### src/rtl/riscv_pipe_pkg.sv
// Shared pipeline types and constants for the hazard/forwarding scoreboard.
// The scoreboard entry's rd field is sized from DEF_NUM_REGS.
package riscv_pipe_pkg;

  localparam int DEF_XLEN     = 64;
  localparam int DEF_NUM_REGS = 32;
  localparam int REG_IDX_W    = $clog2(DEF_NUM_REGS);

  // Forward select value meaning "use the register-file read captured at issue"
  localparam int FWD_RF = 0;

  typedef struct packed {
    logic                 valid;
    logic [REG_IDX_W-1:0] rd;
    logic                 regwrite;
    logic                 memread;
  } sb_entry_t;

endpackage

### src/rtl/sb_src_match.sv
// Looks up one source register in the in-flight table.
// Returns the youngest matching writer, its stage index and whether it is a load.
module sb_src_match
  import riscv_pipe_pkg::*;
#(
  parameter  int EX_DEPTH = 3,
  parameter  int RAW      = REG_IDX_W,
  localparam int FW       = $clog2(EX_DEPTH)
) (
  input  sb_entry_t [EX_DEPTH-1:0] entries,
  input  logic [RAW-1:0]           src,
  input  logic                     used,
  output logic                     hit,
  output logic [FW-1:0]            idx,
  output logic                     is_load
);

  // Scan oldest to youngest so the lowest matching index is the one kept
  always_comb begin
    hit     = 1'b0;
    idx     = '0;
    is_load = 1'b0;
    if (used && (src != '0)) begin
      for (int k = EX_DEPTH - 1; k >= 0; k--) begin
        if (entries[k].valid && entries[k].regwrite &&
            (entries[k].rd == REG_IDX_W'(src))) begin
          hit     = 1'b1;
          idx     = FW'(k);
          is_load = entries[k].memread;
        end
      end
    end
  end

endmodule

### src/rtl/pipe_scoreboard.sv
// Hazard and forwarding controller: tracks in-flight destinations, stalls ID on
// load-use, registers forward selects and muxes EX operands. Optional perf counters: SB_PERF_CNT_EN.
module pipe_scoreboard
  import riscv_pipe_pkg::*;
#(
  parameter int XLEN       = DEF_XLEN,
  parameter int NUM_REGS   = DEF_NUM_REGS,
  parameter int EX_DEPTH   = 3,
  parameter int LOAD_READY = 2,
  localparam int RAW       = $clog2(NUM_REGS),
  localparam int FW        = $clog2(EX_DEPTH)
) (
  input  logic                     clock,
  input  logic                     reset,
  input  logic                     id_valid,
  input  logic [RAW-1:0]           id_rs1,
  input  logic [RAW-1:0]           id_rs2,
  input  logic                     id_rs1_used,
  input  logic                     id_rs2_used,
  input  logic [RAW-1:0]           id_rd,
  input  logic                     id_regwrite,
  input  logic                     id_memread,
  input  logic [XLEN-1:0]          id_rs1_data,
  input  logic [XLEN-1:0]          id_rs2_data,
  input  logic                     flush,
  input  logic [EX_DEPTH*XLEN-1:0] stage_result,
  output logic                     id_stall,
  output logic [FW-1:0]            ex_fwd_a,
  output logic [FW-1:0]            ex_fwd_b,
  output logic [XLEN-1:0]          ex_op_a,
  output logic [XLEN-1:0]          ex_op_b
`ifdef SB_PERF_CNT_EN
  ,
  output logic [31:0]              perf_stalls,
  output logic [31:0]              perf_fwds
`endif
);

  sb_entry_t [EX_DEPTH-1:0] sb_table;
  sb_entry_t                new_entry;

  logic          hit_a, hit_b, load_a, load_b;
  logic [FW-1:0] idx_a, idx_b;
  logic [FW-1:0] sel_a_next, sel_b_next;
  logic          issue;
  logic [XLEN-1:0] op_a_q, op_b_q;

  sb_src_match #(.EX_DEPTH(EX_DEPTH), .RAW(RAW)) u_match_a (
    .entries (sb_table),
    .src     (id_rs1),
    .used    (id_rs1_used),
    .hit     (hit_a),
    .idx     (idx_a),
    .is_load (load_a)
  );

  sb_src_match #(.EX_DEPTH(EX_DEPTH), .RAW(RAW)) u_match_b (
    .entries (sb_table),
    .src     (id_rs2),
    .used    (id_rs2_used),
    .hit     (hit_b),
    .idx     (idx_b),
    .is_load (load_b)
  );

  // A load is unusable until it reaches LOAD_READY; flush still kills the ID slot
  always_comb begin
    id_stall = (hit_a && load_a && ((int'(idx_a) + 1) < LOAD_READY)) ||
               (hit_b && load_b && ((int'(idx_b) + 1) < LOAD_READY));
    issue    = id_valid && !id_stall && !flush;

    new_entry = '0;
    if (issue) begin
      new_entry.valid    = 1'b1;
      new_entry.rd       = REG_IDX_W'(id_rd);
      new_entry.regwrite = id_regwrite && (id_rd != '0);
      new_entry.memread  = id_memread;
    end

    // A producer leaving the table this edge has already written the write-through RF
    sel_a_next = FW'(FWD_RF);
    sel_b_next = FW'(FWD_RF);
    if (issue && hit_a && ((int'(idx_a) + 1) < EX_DEPTH)) sel_a_next = idx_a + 1'b1;
    if (issue && hit_b && ((int'(idx_b) + 1) < EX_DEPTH)) sel_b_next = idx_b + 1'b1;
  end

  always_ff @(posedge clock) begin
    if (reset) begin
      sb_table <= '0;
      ex_fwd_a <= FW'(FWD_RF);
      ex_fwd_b <= FW'(FWD_RF);
      op_a_q   <= '0;
      op_b_q   <= '0;
    end else begin
      sb_table[0] <= new_entry;
      for (int k = 1; k < EX_DEPTH; k++) begin
        sb_table[k] <= sb_table[k-1];
      end
      ex_fwd_a <= sel_a_next;
      ex_fwd_b <= sel_b_next;
      if (issue) begin
        op_a_q <= id_rs1_data;
        op_b_q <= id_rs2_data;
      end
    end
  end

  assign ex_op_a = (ex_fwd_a == FW'(FWD_RF)) ? op_a_q : stage_result[ex_fwd_a*XLEN +: XLEN];
  assign ex_op_b = (ex_fwd_b == FW'(FWD_RF)) ? op_b_q : stage_result[ex_fwd_b*XLEN +: XLEN];

`ifdef SB_PERF_CNT_EN
  logic [1:0] fwd_count;

  assign fwd_count = {1'b0, (sel_a_next != FW'(FWD_RF))} + {1'b0, (sel_b_next != FW'(FWD_RF))};

  always_ff @(posedge clock) begin
    if (reset) begin
      perf_stalls <= '0;
      perf_fwds   <= '0;
    end else begin
      if (id_stall && !flush && id_valid) perf_stalls <= perf_stalls + 32'd1;
      perf_fwds <= perf_fwds + 32'(fwd_count);
    end
  end
`endif

endmodule

### config.mk
export PLATFORM = sky130hd
export DESIGN_NAME = pipe_scoreboard
export DESIGN_NICKNAME = d
export VERILOG_FILES = /design/src/rtl/riscv_pipe_pkg.sv /design/src/rtl/sb_src_match.sv /design/src/rtl/pipe_scoreboard.sv
export SDC_FILE = /design/constraint.sdc
export NUM_CORES = 1
export LEC_CHECK = 0
export ABC_AREA = 1
export BUFFER_PORTS_ARGS = -buffer_cell sky130_fd_sc_hd__buf_4
export CORE_ASPECT_RATIO = 0.7
export CORE_MARGIN = 2
export CORE_UTILIZATION = 32
export CTS_BUF_LIST = sky130_fd_sc_hd__clkbuf_16
export DETAILED_ROUTE_END_ITERATION = 12
export GPL_ROUTABILITY_DRIVEN = 0
export PLACE_DENSITY = 0.55
export SETUP_SLACK_MARGIN = 0.5
export SLEW_MARGIN = 40
export SYNTH_ARGS = -nofsm -noshare
export SYNTH_HDL_FRONTEND = slang
export SYNTH_HIERARCHICAL = 1
export SYNTH_SLANG_ARGS = --single-unit
### constraint.sdc
create_clock -name clock -period 3.05 [get_ports clock]
set_input_delay 0.305 -clock clock [delete_from_list [all_inputs] [get_ports clock]]
set_output_delay 0.305 -clock clock [all_outputs]
set_load 0.1 [all_outputs]
# == Word level (Yosys, flattened, before mapping) ==
# Cells that the tools add are included.
# op_classes
bitwise,3
div_mod_pow,0
muxes,27
n_mul,0
addsub,4
n_eq_ne,6
n_lt_le_gt_ge,4
reduce_logical,33
n_shift,2
# op_table
cell,count
$shiftx A192 B9 Y64,2
$mux W64,2
$lt A32 B3 Y1 const B,2
$eq A5 B5 Y1,6
$logic_and A1 B1 Y1,22
$mux W1,16
$mux W2,8
$reduce_bool A5 Y1,3
$mux W8,1
$add A2 B1 Y3 const B,2
$lt A3 B2 Y1 const B,2
$reduce_or A2 Y1,3
$add A2 B1 Y2 const B,2
$logic_not A2 Y1,2
$not A1 Y1,3
$logic_not A1 Y1,2
$logic_or A1 B1 Y1,1
# totals
n_memories,0
ram_bits,0
latch_bits,0
regBits,156
word_cells,95
inputBits,343
mem_bits_ro,0

# == Depth between registers and ports, before layout ==
# depth
depth_word,17
mapped_depth,16
ltp_nobuf,14

# == Modules after synthesis ==
# The synthesis kept the hierarchy.
# modules_own_cells
module,cells_per_inst,seq_area_each_um2,instances,area_each_um2
pipe_scoreboard,1713,3123.0,1,10074.7
sb_src_match,86,0.0,2,382.9

# == Worst setup path before layout ==
# OpenSTA, ideal clock, no wires.
# synth_path
path_kind,register to output
startpoint,register ex_fwd_b[0]
endpoint,output port ex_op_b[22]
stages_incl_launch_ff,6
setup_slack_ns,-0.424
arrival_ns,3.169
required_ns,2.745
path_buffers,3
cell_sequence,dfxtp_1 -> buf_2 -> buf_4 -> buf_2 -> o211ai_1 -> a21oi_1
# synth_between
elab_chain_len,2
word_cells_on_any_way,3
# synth_lines
item,line,rtl
from (decl),pipe_scoreboard.sv:29,"output logic [FW-1:0] ex_fwd_b,"
from (signal assigned),pipe_scoreboard.sv:91,ex_fwd_b <= FW'(FWD_RF);
from (signal assigned),pipe_scoreboard.sv:100,ex_fwd_b <= sel_b_next;
$shiftx A192 B9 Y64 or $logic_not A2 Y1 (tied branches),pipe_scoreboard.sv:109,assign ex_op_b = (ex_fwd_b == FW'(FWD_RF)) ? op_b_q : stage_result[ex_fwd_b*XLEN +: XLEN];
$mux W64 *,pipe_scoreboard.sv:109,
to (decl),pipe_scoreboard.sv:31,output logic [XLEN-1:0] ex_op_b
# Mark *: on every way between the ends. The rest lies on a longest branch, timed or not.

# == Worst setup path in the final report ==
# layout_path
startpoint,register ex_fwd_a[1]
endpoint,output port ex_op_a[12]
# layout_between
elab_chain_len,2
word_cells_on_any_way,3
# layout_lines
item,line,rtl
from (decl),pipe_scoreboard.sv:28,"output logic [FW-1:0] ex_fwd_a,"
from (signal assigned),pipe_scoreboard.sv:90,ex_fwd_a <= FW'(FWD_RF);
from (signal assigned),pipe_scoreboard.sv:99,ex_fwd_a <= sel_a_next;
$shiftx A192 B9 Y64 or $logic_not A2 Y1 (tied branches),pipe_scoreboard.sv:108,assign ex_op_a = (ex_fwd_a == FW'(FWD_RF)) ? op_a_q : stage_result[ex_fwd_a*XLEN +: XLEN];
$mux W64 *,pipe_scoreboard.sv:108,
to (decl),pipe_scoreboard.sv:30,"output logic [XLEN-1:0] ex_op_a,"
# Marked as above.

==> impl_table.tex <==
\begin{tabular}{lr}
\hline
Metric & Value \\
\hline
\multicolumn{2}{l}{\textbf{STA}} \\
\quad Setup repair after global routing missed its margin & true \\
\quad Minimum period implied by the final worst setup slack & 2.482 ns \\
\quad Top achievable clock speed & 402.9 MHz \\
\quad Worst-case clock skew & approximately 0.0097 ns \\
\quad Hold Violations, Final & 0 \\
\quad Slew Limit Headroom & 56.71\% \\
\quad Post-route setup TNS & 0 ns \\
\quad Period utilization & 81.37\% \\
\quad Worst hold slack & 0.08025 ns \\
\quad Transition time of the tightest slew-check pin & 0.6493 ns \\
\quad Number of max-slew violations in the final report & 0 \\
\quad Setup-failing EPs final & 0 \\
\multicolumn{2}{l}{\textbf{Finish}} \\
\quad Commonest cells after routing, fill and taps aside & 474 x sky130\_fd\_sc\_hd\_\_buf\_4, 458 x sky130\_fd\_sc\_hd\_\_nand2\_1, 433 x sky130\_fd\_sc\_hd\_\_nor2\_1 \\
\quad Proportion of layout cells with a drive suffix above 1 & between 30\% and 40\% \\
\quad NumNets Final & 2630 \\
\quad Number of filler instances in the final layout & 3441 \\
\quad Leading cell type in the layout, fill and taps excluded & sky130\_fd\_sc\_hd\_\_buf\_4 \\
\quad Area growth from synthesis to layout & 55.27\% \\
\quad Final standard cell count with taps included and fillers excluded & 2735 \\
\quad Final core utilization & 50.36\% \\
\multicolumn{2}{l}{\textbf{Critical path}} \\
\quad Depth of the worst register-to-register path & 14 \\
\quad Arrival time worst endpoint & 2.18 ns \\
\quad Sort of element at the end of the critical path & output pin \\
\quad Setup CP Type & flip-flop to output pin \\
\quad Capture instance of the worst register-to-register path & op\_b\_q[50] \\
\quad Launching element of the worst setup path & ex\_fwd\_a[1] \\
\quad Required time at the worst-slack endpoint & between 2 and 3 ns \\
\quad Source of the worst register-to-register timing path & sb\_table[13] \\
\quad FF-to-FF setup slack & between 0.7 and 0.8 ns \\
\quad Critical path launch point type & flip-flop \\
\quad Largest fanout of any net on the critical path & 38 \\
\multicolumn{2}{l}{\textbf{Floorplan}} \\
\quad Die Ht & 158.0 um \\
\quad Chip Width & 224.0 um \\
\quad Placeable core region & 0.03342 mm\^{}2 \\
\quad Effective utilization at floorplan & around 32\% \\
\quad Number of top-level pins & 476 \\
\quad Die Footprint & 0.03539 mm\^{}2 \\
\quad Placement row count & 56 \\
\multicolumn{2}{l}{\textbf{Yosys}} \\
\quad Syn Nets & 2234 \\
\quad Mapped cell area & 0.01084 mm\^{}2 \\
\quad Yosys warnings & 6 \\
\quad Synth unique cells & 27 \\
\quad Portion of the post-synthesis area used by sequential elements & approximately 29\% \\
\quad Largest family of logic cells by synthesized area & simple AND/OR/NAND/NOR gates \\
\quad Synth Area in XOR/XNOR & 0.1616\% \\
\quad Mean Syn Cell Area & about 5.8 um\^{}2 \\
\quad Multiplexer area fraction after synthesis & 0\% \\
\quad Basic-gate share of the synthesized area counting and, or, nand and nor cells & $\sim$34\% \\
\quad Fraction of the mapped netlist area in adder cells & 0.6925\% \\
\quad \#FFs+latches synth & 156 \\
\quad Compound-gate portion of the synthesized area & 21.03\% \\
\quad Gate count of the mapped netlist & around 1900 \\
\multicolumn{2}{l}{\textbf{Power}} \\
\quad Static Leak & about 8 nW \\
\quad Ratio of total power to cell area & 391.4 mW/mm\^{}2 \\
\quad Sum of internal, switching and leakage power & 0.006588 W \\
\quad Worst-case vdd ir drop & 0.0002516 V \\
\multicolumn{2}{l}{\textbf{Clock network}} \\
\quad TritonCTS sink count & 156 \\
\quad Number of hold-repair buffers added at the cts stage & 0 \\
\quad H-Tree Level Count & 4 \\
\quad Insertion delay of the later-clocked pin in the worst-skew pair & 0.44 ns \\
\quad Clock root buffer & sky130\_fd\_sc\_hd\_\_clkbuf\_16 \\
\quad Clock tree from TritonCTS & built \\
\quad Total CTS buffers & 17 \\
\quad CTS clk-pin slew, worst paths & 0.07 ns \\
\quad Maximum clock path buffer count & 2 \\
\multicolumn{2}{l}{\textbf{Run status}} \\
\quad Status & completed \\
\multicolumn{2}{l}{\textbf{Place}} \\
\quad Instance count after placement with tap cells included & 2691 \\
\quad Final HPWL DP & 34.95 mm \\
\quad Port bufs & 475 \\
\multicolumn{2}{l}{\textbf{Routing}} \\
\quad DR iter-0 viols & 871 \\
\quad Via density per instance & 4.853 \\
\quad Number of remaining DRC errors & 0 \\
\quad Detailed-route wire length per cell & 17.79 um \\
\quad Total wire length after detailed routing & 48.66 mm \\
\quad Number of detailed-route iterations in the first pass & 8 \\
\quad Antenna-violating nets left & 0 \\
\quad Number of vias in the routed layout & about 13000 \\
\multicolumn{2}{l}{\textbf{Hold path}} \\
\quad Hold/Removal Path Class & input pin to flip-flop \\
\quad Hold endpoint & op\_a\_q[1] \\
\quad Instance count along the most critical hold path & 3 \\
\quad Worst hold path startpoint & id\_rs1\_data[1] \\
\multicolumn{2}{l}{\textbf{GRT}} \\
\quad Number of global-route vias before repair & 12498 \\
\quad Maximum number of pins on one net before global-route repair & 130 \\
\quad Aggregate global routing overflow & 0 \\
\quad Wire length of the first global-routing pass & between 70 and 80 mm \\
\quad Number of antenna violations at the first check in global routing & 7 \\
\quad GRT Total Usage & a little over a quarter \\
\multicolumn{2}{l}{\textbf{Job}} \\
\quad Number of violations of the max-capacitance limit & 0 \\
\hline
\end{tabular}
==> metrics by stage <==
step	cell area [um^2]	setup WS (ns)
2_1_floorplan	12250	0.5234
3_3_place_gp	15970	0.4823
3_5_place_dp	15970	0.3748
4_1_cts	16640	0.4496
5_1_grt	16830	0.4433
6_report	16830	0.5681
==> layout make-up <==
type / count / area [um^2] / share of cell area [%]
clock inverters: 15 / 148.9 / 0.8846
repair buffers: 503 / 4030 / 23.94
inverters: 265 / 1018 / 6.051
clock buffers: 17 / 425.4 / 2.527
diodes: 6 / 15.01 / 0.08920
well taps: 435 / 544.3 / 3.233
multi-input cells: 1338 / 7506 / 44.59
flip-flops and latches: 156 / 3144 / 18.68
==> power breakdown <==
part / switching (W) / internal, W / total [W]
combinational: 0.00149 / 0.000733 / 0.00222
clock: 0.000945 / 0.00120 / 0.00215
sequential: 0.0000658 / 0.00216 / 0.00222
total: 0.00250 / 0.00409 / 0.00659
==> repair_timing <==
action                                  in CTS  in global routing
endpoints found under the setup margin     138                 91
endpoints found under the hold margin        0                  0
pin swaps                                    2                  2
buffers inserted                             2                  2
resized for setup                           24                 33
cloned                                       0                  2
==> Yosys cell counts (all sizes together) <==
cell type	number	area share, %
o211ai	127	8.8
a21oi	128	5.9
buf	100	5.5
clkinv	2	0.069
nor3b	4	0.48
nor3	2	0.092
nand3	16	1.0
nand4	6	0.35
xor2	2	0.16
o21ai	137	6.3
nor2	447	16
dfxtp	156	29
clkbuf	26	0.90
inv	263	9.1
nand2	463	16
ha	6	0.69
==> metal layers <==
metal | global-route usage (%) | share of wire (%)
met3 | 7.610 | 8.5
met5 | 0 | 0.029
met2 | 42.65 | 46
met4 | 8.508 | 2.3
met1 | 33.30 | 43
==> cells by family (layout without fill, tap and decap cells) <==
kind of cell               Yosys count  after routing
xor gates and xnor gates             2              2
AOI/OAI and AO/OA                  392            392
and+or+nand+nor                    938            938
adders and majority gates            6              6
other                                0              6
buffers and inverters              391            800
DFF                                156            156
==> critical path, stage by stage (launching register included) <==
cell and delay [ns]:
sky130_fd_sc_hd__dfxtp_1 0.34, sky130_fd_sc_hd__bufinv_8 0.37, sky130_fd_sc_hd__buf_6 0.31, sky130_fd_sc_hd__o21ai_0 0.18, sky130_fd_sc_hd__a21oi_4 0.21, sky130_fd_sc_hd__buf_4 0.31
==> sequential cells by signal (all words and copies together), names as in the netlist <==
signal / flops
op_a_q: 64
op_b_q: 64
sb_table: 24
ex_fwd_b: 2
ex_fwd_a: 2
==> worst max-delay path by stage <==
| stage | end | slack (ns) |
|---|---|---|
| floorplan | ex_op_a[0] | 0.52 |
| global placement | op_a_q[52] | 0.48 |
| detailed placement | op_b_q[59] | 0.37 |
| CTS | id_stall | 0.45 |
| global route | id_stall | 0.44 |
| finish | ex_op_a[12] | 0.57 |
Note: power is estimated with default switching activity, not from simulation.
